[src/rtl/line_sched_pkg.sv]
// Shared types for the line scheduler.
// Command bundle, FSM states and default geometry.
package line_sched_pkg;

   localparam int DEF_WIDTH  = 640;
   localparam int DEF_HEIGHT = 480;
   localparam int CMD_CW     = 11;

   typedef struct packed {
      logic [CMD_CW-1:0] x0;
      logic [CMD_CW-1:0] y0;
      logic [CMD_CW-1:0] x1;
      logic [CMD_CW-1:0] y1;
      logic              color;
   } line_cmd_t;

   typedef enum logic [1:0] {
      IDLE,
      LOAD,
      DRAW,
      CLEAR
   } sched_state_t;

endpackage

[src/rtl/line_scheduler_cmd_fifo.sv]
// Small synchronous FIFO of line commands.
// Count is registered; full/empty derive from it.
module cmd_fifo
   import line_sched_pkg::*;
#(
   parameter int DEPTH = 4
) (
   input  logic                     clk,
   input  logic                     reset_n,
   input  logic                     push,
   input  logic                     pop,
   input  line_cmd_t                din,
   output line_cmd_t                dout,
   output logic                     full,
   output logic                     empty,
   output logic [$clog2(DEPTH):0]   count
);

   localparam int AW = $clog2(DEPTH);

   line_cmd_t        mem [DEPTH];
   logic [AW-1:0]    wp;
   logic [AW-1:0]    rp;
   logic             do_push;
   logic             do_pop;

   assign full    = (count == (AW+1)'(DEPTH));
   assign empty   = (count == '0);
   assign do_pop  = pop && !empty;
   assign do_push = push && (!full || do_pop);
   assign dout    = mem[rp];

   // pointer and occupancy bookkeeping
   always_ff @(posedge clk) begin
      if (!reset_n) begin
         wp    <= '0;
         rp    <= '0;
         count <= '0;
      end else begin
         if (do_push) wp <= wp + 1'b1;
         if (do_pop)  rp <= rp + 1'b1;
         case ({do_push, do_pop})
            2'b10:   count <= count + 1'b1;
            2'b01:   count <= count - 1'b1;
            default: count <= count;
         endcase
      end
   end

   // storage write; contents need no reset
   always_ff @(posedge clk) begin
      if (do_push) mem[wp] <= din;
   end

endmodule

[src/rtl/line_scheduler.sv]
// Sequences queued line commands into line_drawer
// and sweeps the framebuffer on a clear request.
module line_scheduler
   import line_sched_pkg::*;
#(
   parameter int WIDTH   = DEF_WIDTH,
   parameter int HEIGHT  = DEF_HEIGHT,
   parameter int COORD_W = CMD_CW,
   parameter int DEPTH   = 4
) (
   input  logic               clk,
   input  logic               reset_n,
   input  logic               cmd_valid,
   output logic               cmd_ready,
   input  logic [COORD_W-1:0] cmd_x0,
   input  logic [COORD_W-1:0] cmd_y0,
   input  logic [COORD_W-1:0] cmd_x1,
   input  logic [COORD_W-1:0] cmd_y1,
   input  logic               cmd_color,
   input  logic               clear_req,
   output logic               ld_reset,
   output logic [COORD_W-1:0] ld_x0,
   output logic [COORD_W-1:0] ld_y0,
   output logic [COORD_W-1:0] ld_x1,
   output logic [COORD_W-1:0] ld_y1,
   input  logic [COORD_W-1:0] ld_x,
   input  logic [COORD_W-1:0] ld_y,
   input  logic               ld_done,
   output logic [COORD_W-1:0] fb_x,
   output logic [COORD_W-1:0] fb_y,
   output logic               fb_color,
   output logic               fb_write,
   output logic               busy
);

   sched_state_t           state;
   sched_state_t           nxt;
   line_cmd_t              cmd_in;
   line_cmd_t              head;
   line_cmd_t              cmd_q;
   logic                   full;
   logic                   empty;
   logic [$clog2(DEPTH):0] count;
   logic                   push;
   logic                   pop;
   logic                   take_clear;
   logic                   clear_pending;
   logic [COORD_W-1:0]     cx;
   logic [COORD_W-1:0]     cy;
   logic                   x_last;
   logic                   y_last;
   logic                   in_bounds;

   assign cmd_in    = {cmd_x0, cmd_y0, cmd_x1, cmd_y1, cmd_color};
   assign cmd_ready = reset_n && !full;
   assign push      = cmd_valid && cmd_ready;
   assign x_last    = (cx == COORD_W'(WIDTH - 1));
   assign y_last    = (cy == COORD_W'(HEIGHT - 1));
   assign in_bounds = (ld_x < COORD_W'(WIDTH)) && (ld_y < COORD_W'(HEIGHT));

   assign ld_x0 = cmd_q.x0;
   assign ld_y0 = cmd_q.y0;
   assign ld_x1 = cmd_q.x1;
   assign ld_y1 = cmd_q.y1;

   assign busy = !((state == IDLE) && (count == '0) && !clear_pending);

   cmd_fifo #(
      .DEPTH (DEPTH)
   ) u_fifo (
      .clk     (clk),
      .reset_n (reset_n),
      .push    (push),
      .pop     (pop),
      .din     (cmd_in),
      .dout    (head),
      .full    (full),
      .empty   (empty),
      .count   (count)
   );

   // state register
   always_ff @(posedge clk) begin
      if (!reset_n) state <= IDLE;
      else          state <= nxt;
   end

   // next state and framebuffer/drawer outputs
   always_comb begin
      nxt        = state;
      pop        = 1'b0;
      take_clear = 1'b0;
      ld_reset   = 1'b1;
      fb_x       = '0;
      fb_y       = '0;
      fb_color   = 1'b0;
      fb_write   = 1'b0;
      unique case (state)
         IDLE: begin
            if (clear_pending) begin
               nxt        = CLEAR;
               take_clear = 1'b1;
            end else if (!empty) begin
               nxt = LOAD;
               pop = 1'b1;
            end
         end
         LOAD: nxt = DRAW;
         DRAW: begin
            ld_reset = 1'b0;
            fb_x     = ld_x;
            fb_y     = ld_y;
            fb_color = cmd_q.color;
            fb_write = in_bounds;
            if (ld_done) nxt = IDLE;
         end
         CLEAR: begin
            fb_x     = cx;
            fb_y     = cy;
            fb_write = 1'b1;
            if (x_last && y_last) nxt = IDLE;
         end
         default: nxt = IDLE;
      endcase
   end

   // command latch, clear request merge and sweep counters
   always_ff @(posedge clk) begin
      if (!reset_n) begin
         cmd_q         <= '0;
         clear_pending <= 1'b0;
         cx            <= '0;
         cy            <= '0;
      end else begin
         if (pop) cmd_q <= head;
         if (take_clear)
            clear_pending <= 1'b0;
         else if (state != CLEAR)
            clear_pending <= clear_pending | clear_req;
         if (take_clear) begin
            cx <= '0;
            cy <= '0;
         end else if (state == CLEAR) begin
            if (x_last) begin
               cx <= '0;
               if (!y_last) cy <= cy + 1'b1;
            end else begin
               cx <= cx + 1'b1;
            end
         end
      end
   end

endmodule

[config.mk]
export PLATFORM = sky130hd
export DESIGN_NAME = line_scheduler
export DESIGN_NICKNAME = d
export VERILOG_FILES = /design/src/rtl/line_sched_pkg.sv /design/src/rtl/line_scheduler_cmd_fifo.sv /design/src/rtl/line_scheduler.sv
export SDC_FILE = /design/constraint.sdc
export NUM_CORES = 1
export LEC_CHECK = 0
export CAP_MARGIN = 5
export CORE_MARGIN = 4
export CORE_UTILIZATION = 30
export CTS_BUF_LIST = sky130_fd_sc_hd__clkbuf_16
export DETAILED_ROUTE_END_ITERATION = 10
export GPL_TIMING_DRIVEN = 0
export PLACE_DENSITY = 0.48
export SYNTH_ARGS = -nofsm -noshare
export SYNTH_HDL_FRONTEND = slang
export SYNTH_SLANG_ARGS = --single-unit
[constraint.sdc]
create_clock -name clk -period 2.85 [get_ports clk]
set_input_delay 0.855 -clock clk [delete_from_list [all_inputs] [get_ports clk]]
set_output_delay 0.855 -clock clk [all_outputs]
set_load 0.01 [all_outputs]
==> results of run 1 <==
## cells in the mapped netlist (7+ instances only)
cell type,count,area (um2)
edfxtp_1,180,5410
o31ai_1,8,60.1
or3_1,7,43.8
nand4_1,10,62.6
buf_4,50,375
xor2_1,8,70.1
nor2b_1,22,138
buf_2,8,40.0
a21oi_1,64,320
mux2i_1,23,230
nand3_1,11,55.1
dfxtp_1,77,1540
ha_1,7,87.6
mux4_2,45,1010
o21ai_0,8,40.0
inv_1,12,45.0
nand2_1,108,405
nor2_1,20,75.1
clkbuf_1,17,63.8
or4_1,8,60.1
## layer usage
| layer | vias to the layer above | GRT usage (%) | share of wire (%) |
|---|---|---|---|
| met2 | 140 | 21.3 | 48 |
| met5 | - | 0 | 0.087 |
| met3 | 43 | 2.76 | 5.3 |
| met1 | 3066 | 16.5 | 45 |
| met4 | 4 | 2.79 | 1.9 |
| li1 | 3009 | - | - |
## worst max-delay path by stage
stage                             end  slack (ps)  cells past startpoint
global route                 ld_reset          10                      4
detailed placement          cmd_ready       -1120                      6
finish                       ld_reset         100                      4
floorplan            u_fifo.mem[0][0]         300                      3
global placement    u_fifo.mem[1][36]       -1110                      4
CTS                         cmd_ready        -200                      5
## area by class of cell
class / count / area, um2 / area share, %
Buffer: 79 / 536 / 4.01
Clock buffer: 29 / 726 / 5.43
Clock inverter: 23 / 156 / 1.17
Inverter: 12 / 45.0 / 0.337
Multi-Input combinational cell: 381 / 2950 / 22.1
Sequential cell: 257 / 6950 / 52.0
Tap cell: 448 / 561 / 4.20
Timing Repair Buffer: 144 / 1440 / 10.8
## power by group through the flow
stage / Clock [mW] / Combinational, mW / Sequential, mW
CTS: 3.57 / 3.29 / 4.58
global placement: 0 / 3.26 / 4.64
floorplan: 0 / 2.02 / 4.58
detailed placement: 0 / 3.28 / 4.64
global route: 3.71 / 3.53 / 4.61
finish: 3.45 / 3.20 / 4.57
## through the flow
step | utilization (%) | hold slack (ps) | setup slack (ps)
finish | 39.4 | 453 | 97.6
global route | 39.4 | 477 | 9.86
CTS | 39.4 | 457 | -200
detailed placement | 36.7 | 449 | -1120
global placement | 36.6 | 442 | -1110
floorplan | - | 436 | 297
## timing repair
| action | 4_1_cts | 5_1_grt |
|---|---|---|
| setup endpoints to repair | 174 | 20 |
| pin swaps | 1 | 2 |
| gates cloned | 0 | 0 |
| setup buffers | 0 | 0 |
| resized for setup | 51 | 9 |
## logic make-up (layout without fill, tap and decap cells)
kind of cell	after synthesis	in the layout	synth area share, %
compound gates	81	81	4.12
flops	257	257	66.8
xor+xnor	13	13	1.10
fa+ha+maj	8	8	1.03
simple gates	211	211	9.76
buf+inv	92	287	5.22
mux	68	68	12.0
## state kept, by name, summed over array words and instances (netlist names), 2 cells and up
register,flops
u_fifo.rp,2
u_fifo.count,3
ld_y1,11
cy,11
ld_x1,11
u_fifo.wp,2
ld_y0,11
ld_x0,11
u_fifo.mem,180
cx,11
state,2
## critical path: cells and delay by family, from the launching register on
| kind | cells | cell delay, ps |
|---|---|---|
| buf+inv | 3 | 900 |
| flops | 1 | 330 |
| simple gates | 1 | 140 |
==> flow_summary.ini, run 1 <==
[layout]
fillCellCount = 3282
fin_nets = 983
final_cell_mix = edfxtp_1, clkdlybuf4s50_1, nand2_1
final_area_um2 = 13400
final_layout_size_suffix_gt1_share_pct = 17.3
area_growth_pct = 28.5
antennaDiodeCount = 0
fin_cells = 1373
layout_commonest_cell = edfxtp_1

[worst_hold_path]
whs_endpoint = ld_y0[6]
hp-class = flip-flop to flip-flop
worstHoldPathCells = 2
min_from = ld_y0[6]

[worst_setup_path]
crit_type = flip-flop to primary output
crit_required_ps = 2000
cp-start-kind = flip-flop
reg2reg_to = u_fifo.count[2]
slowest_stage = clkdlybuf4s50_1
slowest_delay_ps = 540
worstRegToRegCells = 11
crit_fanout = 10
reg2reg_slack_ps = 200
critPathArrivalTime_ps = 1900
endpoint_kind = primary output
crit_path_cell_trace = buf_6, buf_8, nand2b_1, clkdlybuf4s50_1
rr_startpoint = state[0]
cp-startpoint = state[0]

[global_routing]
grt_max_degree = 46
grt_pass1_vias = 6538
antenna_found_initial = 2
grtUsageTotal_pct = 12.5
grt_overflow = 0
grt_pass1_wl_mm = 37.9

[yosys]
synthesis.area_um2 = 10400
async_reset_ff_share_pct = 0
syn_nets = 810
ys_ff_latch = 257
netlist_instances = 730
synth_edf_count = 180
synth_cell_type_count = 35
synth.yosys.seq_area_share_pct = 66.8
synth_ff_type = edfxtp_1
avgSynthCellArea_um2 = 14.2
yosys_warnings = 0

[floorplanning]
io_pins = 143
rows = 67
start_util_pct = 30.7
fp.dieH_um = 194
dieArea_um2 = 37700
die_w_um = 194
core_um2 = 33900

[clock_network]
cts_buffers = 28
cts_buffer_depth = 3
root_buffer = clkbuf_16
ctsHtreeMaxLevel = 1
cts_hold_buf = 0
clk_pin_slew_ps = 60
cts_sinks = 257
clock_latency_ps = 530
cts_tree = yes

[pwr]
power_switching_mw = 3.20
seqPwrFrac_pct = 40.7
power.density_nw_per_um2 = 840
p_int_mw = 8.02
power.total_mw = 11.2
combPwrFrac_pct = 28.5
ir_drop_mv = 0.490
switching_share_pct = 28.5
clkPwrFrac_pct = 30.8
leakagePower_nw = 4.56

[routing]
drt_iter0_markers = 328
drc_errors = 0
dr_total_vias = 6262
routed_wl_mm = 24.2
first_pass_iters = 4
routed_via_density = 4.56
detail-route-antenna-nets = 0
wl_per_cell_um = 17.6

[timing]
rsz0062_at_grt = no
final_max_slew_viol_count = 0
post-route-period-util_pct = 96.6
finalSetupViolations = 0
finClkSkew_ps = 8.37
final_hold_viol_count = 0
setup_tns_ps = 0
worst_pin_slew_ps = 979
slew_headroom_pct = 34.7
fmax_mhz = 363
post-route-min-period_ps = 2750

[job]
cap_violations = 0

[place]
placedCellCount = 1322
io_buffers = 142
hpwl_mm = 15.5
gp_congestion = 0.736
dpl_cell_area_um2 = 12400

[run_status]
status = complete, no violations
Power figures use the tool's default switching activity.
==> run 2, diff against run 1 <==
- ABC_CLOCK_PERIOD_IN_PS: not set -> 2850
- REMOVE_ABC_BUFFERS: not set -> 1
==> run 2 against run 1 <==
Compared with the run above: via count decreased by 4.0%; global-route usage shrank 0.39 points; wire length is 2.9% lower; critical path depth decreased by 1; register-to-register slack lost 60 ps; critical endpoint is now busy.
==> flow_summary.ini, run 2 (same netlist as run 1, synthesis figures left out) <==
[clock_network]
ctsHtreeMaxLevel = 1
cts_buffer_depth = 3
cts_hold_buf = 0
clock_latency_ps = 530
cts_tree = yes
cts_buffers = 29
clk_pin_slew_ps = 60
cts_sinks = 257
root_buffer = clkbuf_16

[timing]
finClkSkew_ps = 11.5
fmax_mhz = 359
worst_pin_slew_ps = 1190
rsz0062_at_grt = yes
holdWs_ps = 454
setup_tns_ps = 0
final_hold_viol_count = 0
slew_headroom_pct = 20.7
post-route-min-period_ps = 2780
post-route-period-util_pct = 97.7
finalSetupViolations = 0
worst_slack_ps = 65.6
final_max_slew_viol_count = 0

[global_routing]
grt_overflow = 0
grtUsageTotal_pct = 12.1
grt_pass1_wl_mm = 36.8
grt_max_degree = 46
antenna_found_initial = 2
grt_pass1_vias = 6310

[layout]
registers.top_by_ff_count = u_fifo.mem
largest_register_ffs = 180
area_growth_pct = 25.6
final_core_util_pct = 38.6
fin_nets = 914
final_cell_mix = edfxtp_1, clkdlybuf4s50_1, nand2_1
fin_cells = 1305
final_layout_size_suffix_gt1_share_pct = 13.6
final_area_um2 = 13100
fillCellCount = 3240
layout_commonest_cell = edfxtp_1

[job]
cap_violations = 0

[pwr]
ir_drop_mv = 0.651
leakagePower_nw = 4.27
power.total_mw = 11.1
power.density_nw_per_um2 = 848

[place]
post-place-ws_ps = -1140
placedCellCount = 1248
dpl_cell_area_um2 = 12100
gp_congestion = 0.687
hpwl_mm = 14.7
io_buffers = 142

[routing]
detail-route-antenna-nets = 0
wl_per_cell_um = 18.0
first_pass_iters = 4
dr_total_vias = 6012
routed_wl_mm = 23.5
drt_iter0_markers = 268
drc_errors = 0
routed_via_density = 4.61

[worst_setup_path]
cp-startpoint = u_fifo.count[0]
crit_required_ps = 2000
endpoint_kind = primary output
cp-start-kind = flip-flop
crit_type = flip-flop to primary output
rr_startpoint = state[0]
critPathArrivalTime_ps = 1930
crit_fanout = 4

[floorplanning]
fp.dieH_um = 194
die_w_um = 194
start_util_pct = 30.7
dieArea_um2 = 37700
core_um2 = 33900
rows = 67
io_pins = 143

[run_status]
status = complete, no violations

[worst_hold_path]
hp-class = flip-flop to flip-flop
min_from = ld_x1[8]
run 2: what timing repair did:
item / 4_1_cts / 5_1_grt
pin swaps: 0 / 2
endpoints found under the hold margin: 0 / 0
setup buffers: 0 / 3
gates resized for setup: 45 / 7
endpoints found under the setup margin: 219 / 37
gates cloned: 0 / 0
run 2: cell type report:
| class | count | area [um2] | share of cell area, % |
|---|---|---|---|
| sequential | 257 | 6960 | 53.3 |
| multi-input combinational | 381 | 2960 | 22.7 |
| timing repair buffer | 153 | 1590 | 12.1 |
| clock buffer | 29 | 726 | 5.56 |
| tap | 448 | 561 | 4.29 |
| clock inverter | 24 | 185 | 1.42 |
| inverter | 12 | 83.8 | 0.642 |
| antenna | 1 | 2.50 | 0.0192 |
run 2: final timing paths:
check / to / slack (ps) / cells past startpoint
max: busy / 70 / 3
min reg2reg: ld_x1[8] / 450 / 2
max reg2reg: u_fifo.count[2] / 140 / 10
min: ld_x1[8] / 450 / 2
run 2: worst max-delay path, cell delays in order, from the launching register on:
cell	delay [ps]
dfxtp_1	340
or3_1	490
nand2b_1	240
dlygate4sd2_1	320
run 2: where the power goes:
part	switching [mW]	internal (mW)
registers	0.358	4.39
logic	1.37	1.42
clock network	1.43	2.11
run 2: metal layers:
metal | wire length (um) | vias to the layer above | GRT usage (%)
li1 | - | 2867 | -
met5 | 27 | - | 0
met1 | 10300 | 2960 | 15.9
met4 | 405 | 4 | 2.47
met2 | 11300 | 143 | 20.4
met3 | 1480 | 38 | 3.30
==> run 3, diff against run 2 <==
- CTS_BUF_LIST: sky130_fd_sc_hd__clkbuf_16 -> not set
==> run 3 against run 2 <==
Compared with the run above: critical path depth is the same; sequential power about the same; maximum frequency is essentially flat; critical endpoint unchanged; clock-buffer cell count up 10; worst hold slack hardly changed.
==> flow_summary.ini, run 3 (same netlist as run 1, synthesis figures left out) <==
[run_status]
status = complete, no violations

[routing]
routed_via_density = 4.60
routed_wl_mm = 23.5
first_pass_iters = 6
detail-route-antenna-nets = 0
drt_iter0_markers = 242
wl_per_cell_um = 18.0
dr_total_vias = 6003
drc_errors = 0

[global_routing]
grt_overflow = 0
grtUsageTotal_pct = 12.1
grt_pass1_vias = 6311
grt_max_degree = 46
antenna_found_initial = 2
grt_pass1_wl_mm = 36.8

[worst_setup_path]
critPathArrivalTime_ps = 1930
endpoint_kind = primary output
crit_required_ps = 2000
crit_fanout = 4
reg2reg_slack_ps = 150
cp-start-kind = flip-flop
crit_type = flip-flop to primary output

[timing]
rsz0062_at_grt = yes
worst_slack_ps = 63.9
finClkSkew_ps = 12.3
finalSetupViolations = 0
worst_pin_slew_ps = 1190
final_hold_viol_count = 0
holdWs_ps = 454
slew_headroom_pct = 20.8
final_max_slew_viol_count = 0
post-route-period-util_pct = 97.8
post-route-min-period_ps = 2790
fmax_mhz = 359

[clock_network]
cts_buffer_depth = 3
cts_sinks = 257
cts_tree = yes
ctsHtreeMaxLevel = 1
clock_latency_ps = 530
cts_buffers = 29
clk_pin_slew_ps = 60
root_buffer = clkbuf_16

[pwr]
clkPwrFrac_pct = 32.3
seqPwrFrac_pct = 42.7
power_switching_mw = 3.17
leakagePower_nw = 4.23
switching_share_pct = 28.4
ir_drop_mv = 0.650
p_int_mw = 7.98
power.total_mw = 11.1
combPwrFrac_pct = 25.0
power.density_nw_per_um2 = 852

[layout]
final_layout_size_suffix_gt1_share_pct = 13.7
registers.top_by_ff_count = u_fifo.mem
largest_register_ffs = 180
final_core_util_pct = 38.6
area_growth_pct = 25.7
fin_nets = 914
final_area_um2 = 13100
final_cell_mix = edfxtp_1, clkdlybuf4s50_1, nand2_1
layout_commonest_cell = edfxtp_1

[floorplanning]
io_pins = 143
start_util_pct = 30.7
dieArea_um2 = 37700
core_um2 = 33900
die_w_um = 194
fp.dieH_um = 194
rows = 67

[place]
gp_congestion = 0.687
dpl_cell_area_um2 = 12100
io_buffers = 142
post-place-ws_ps = -1140
hpwl_mm = 14.7

[job]
cap_violations = 0

[worst_hold_path]
hp-class = flip-flop to flip-flop
## run 3: cell type report
class	count	area [um2]
inverter	12	83.8
clock inverter	14	148
antenna	1	2.50
clock buffer	39	773
fill	3239	20800
multi-input combinational	381	2960
sequential	257	6960
tap	448	561
timing repair buffer	153	1590
## run 3: power groups by stage
stage	sequential [mW]	combinational (mW)	clock, mW
finish	4.75	2.79	3.60
floorplan	4.90	1.33	0
CTS	4.80	2.79	3.73
global placement	4.98	2.62	0
global route	4.82	3.07	3.90
detailed placement	4.86	2.79	0
## run 3: per-layer routing
layer  vias to the layer above  GRT usage (%)  share of wire [%]
li1                       2865              -                  -
met1                      2965           15.9                 44
met2                       132           20.4                 48
met3                        37           3.30                6.1
met4                         4           2.47                1.7
met5                         -              0               0.11
## run 3: stage by stage
stage / setup TNS [ps] / instances
floorplan: -151110 / 650
global placement: -765220 / 1240
detailed placement: -190180 / 1248
CTS: -78.1 / 1301
global route: -36.1 / 1304
finish: 0 / 1305
## run 3: critical path: stages (launching register included)
cell	delay, ps
dfxtp_1	340
or3_1	490
nand2b_1	240
dlygate4sd2_1	320
## run 3: worst paths after layout
check,from,end,cells past startpoint
max,u_fifo.count[0],busy,3
min,ld_x1[8],ld_x1[8],2
max reg2reg,state[0],u_fifo.count[2],10
min reg2reg,ld_x1[8],ld_x1[8],2
## run 3: timing repair
item | in CTS | in global routing
resized for setup | 45 | 7
setup buffers | 0 | 3
pin swaps | 0 | 2
endpoints found under the setup margin | 219 | 37
hold buffers | 0 | 0
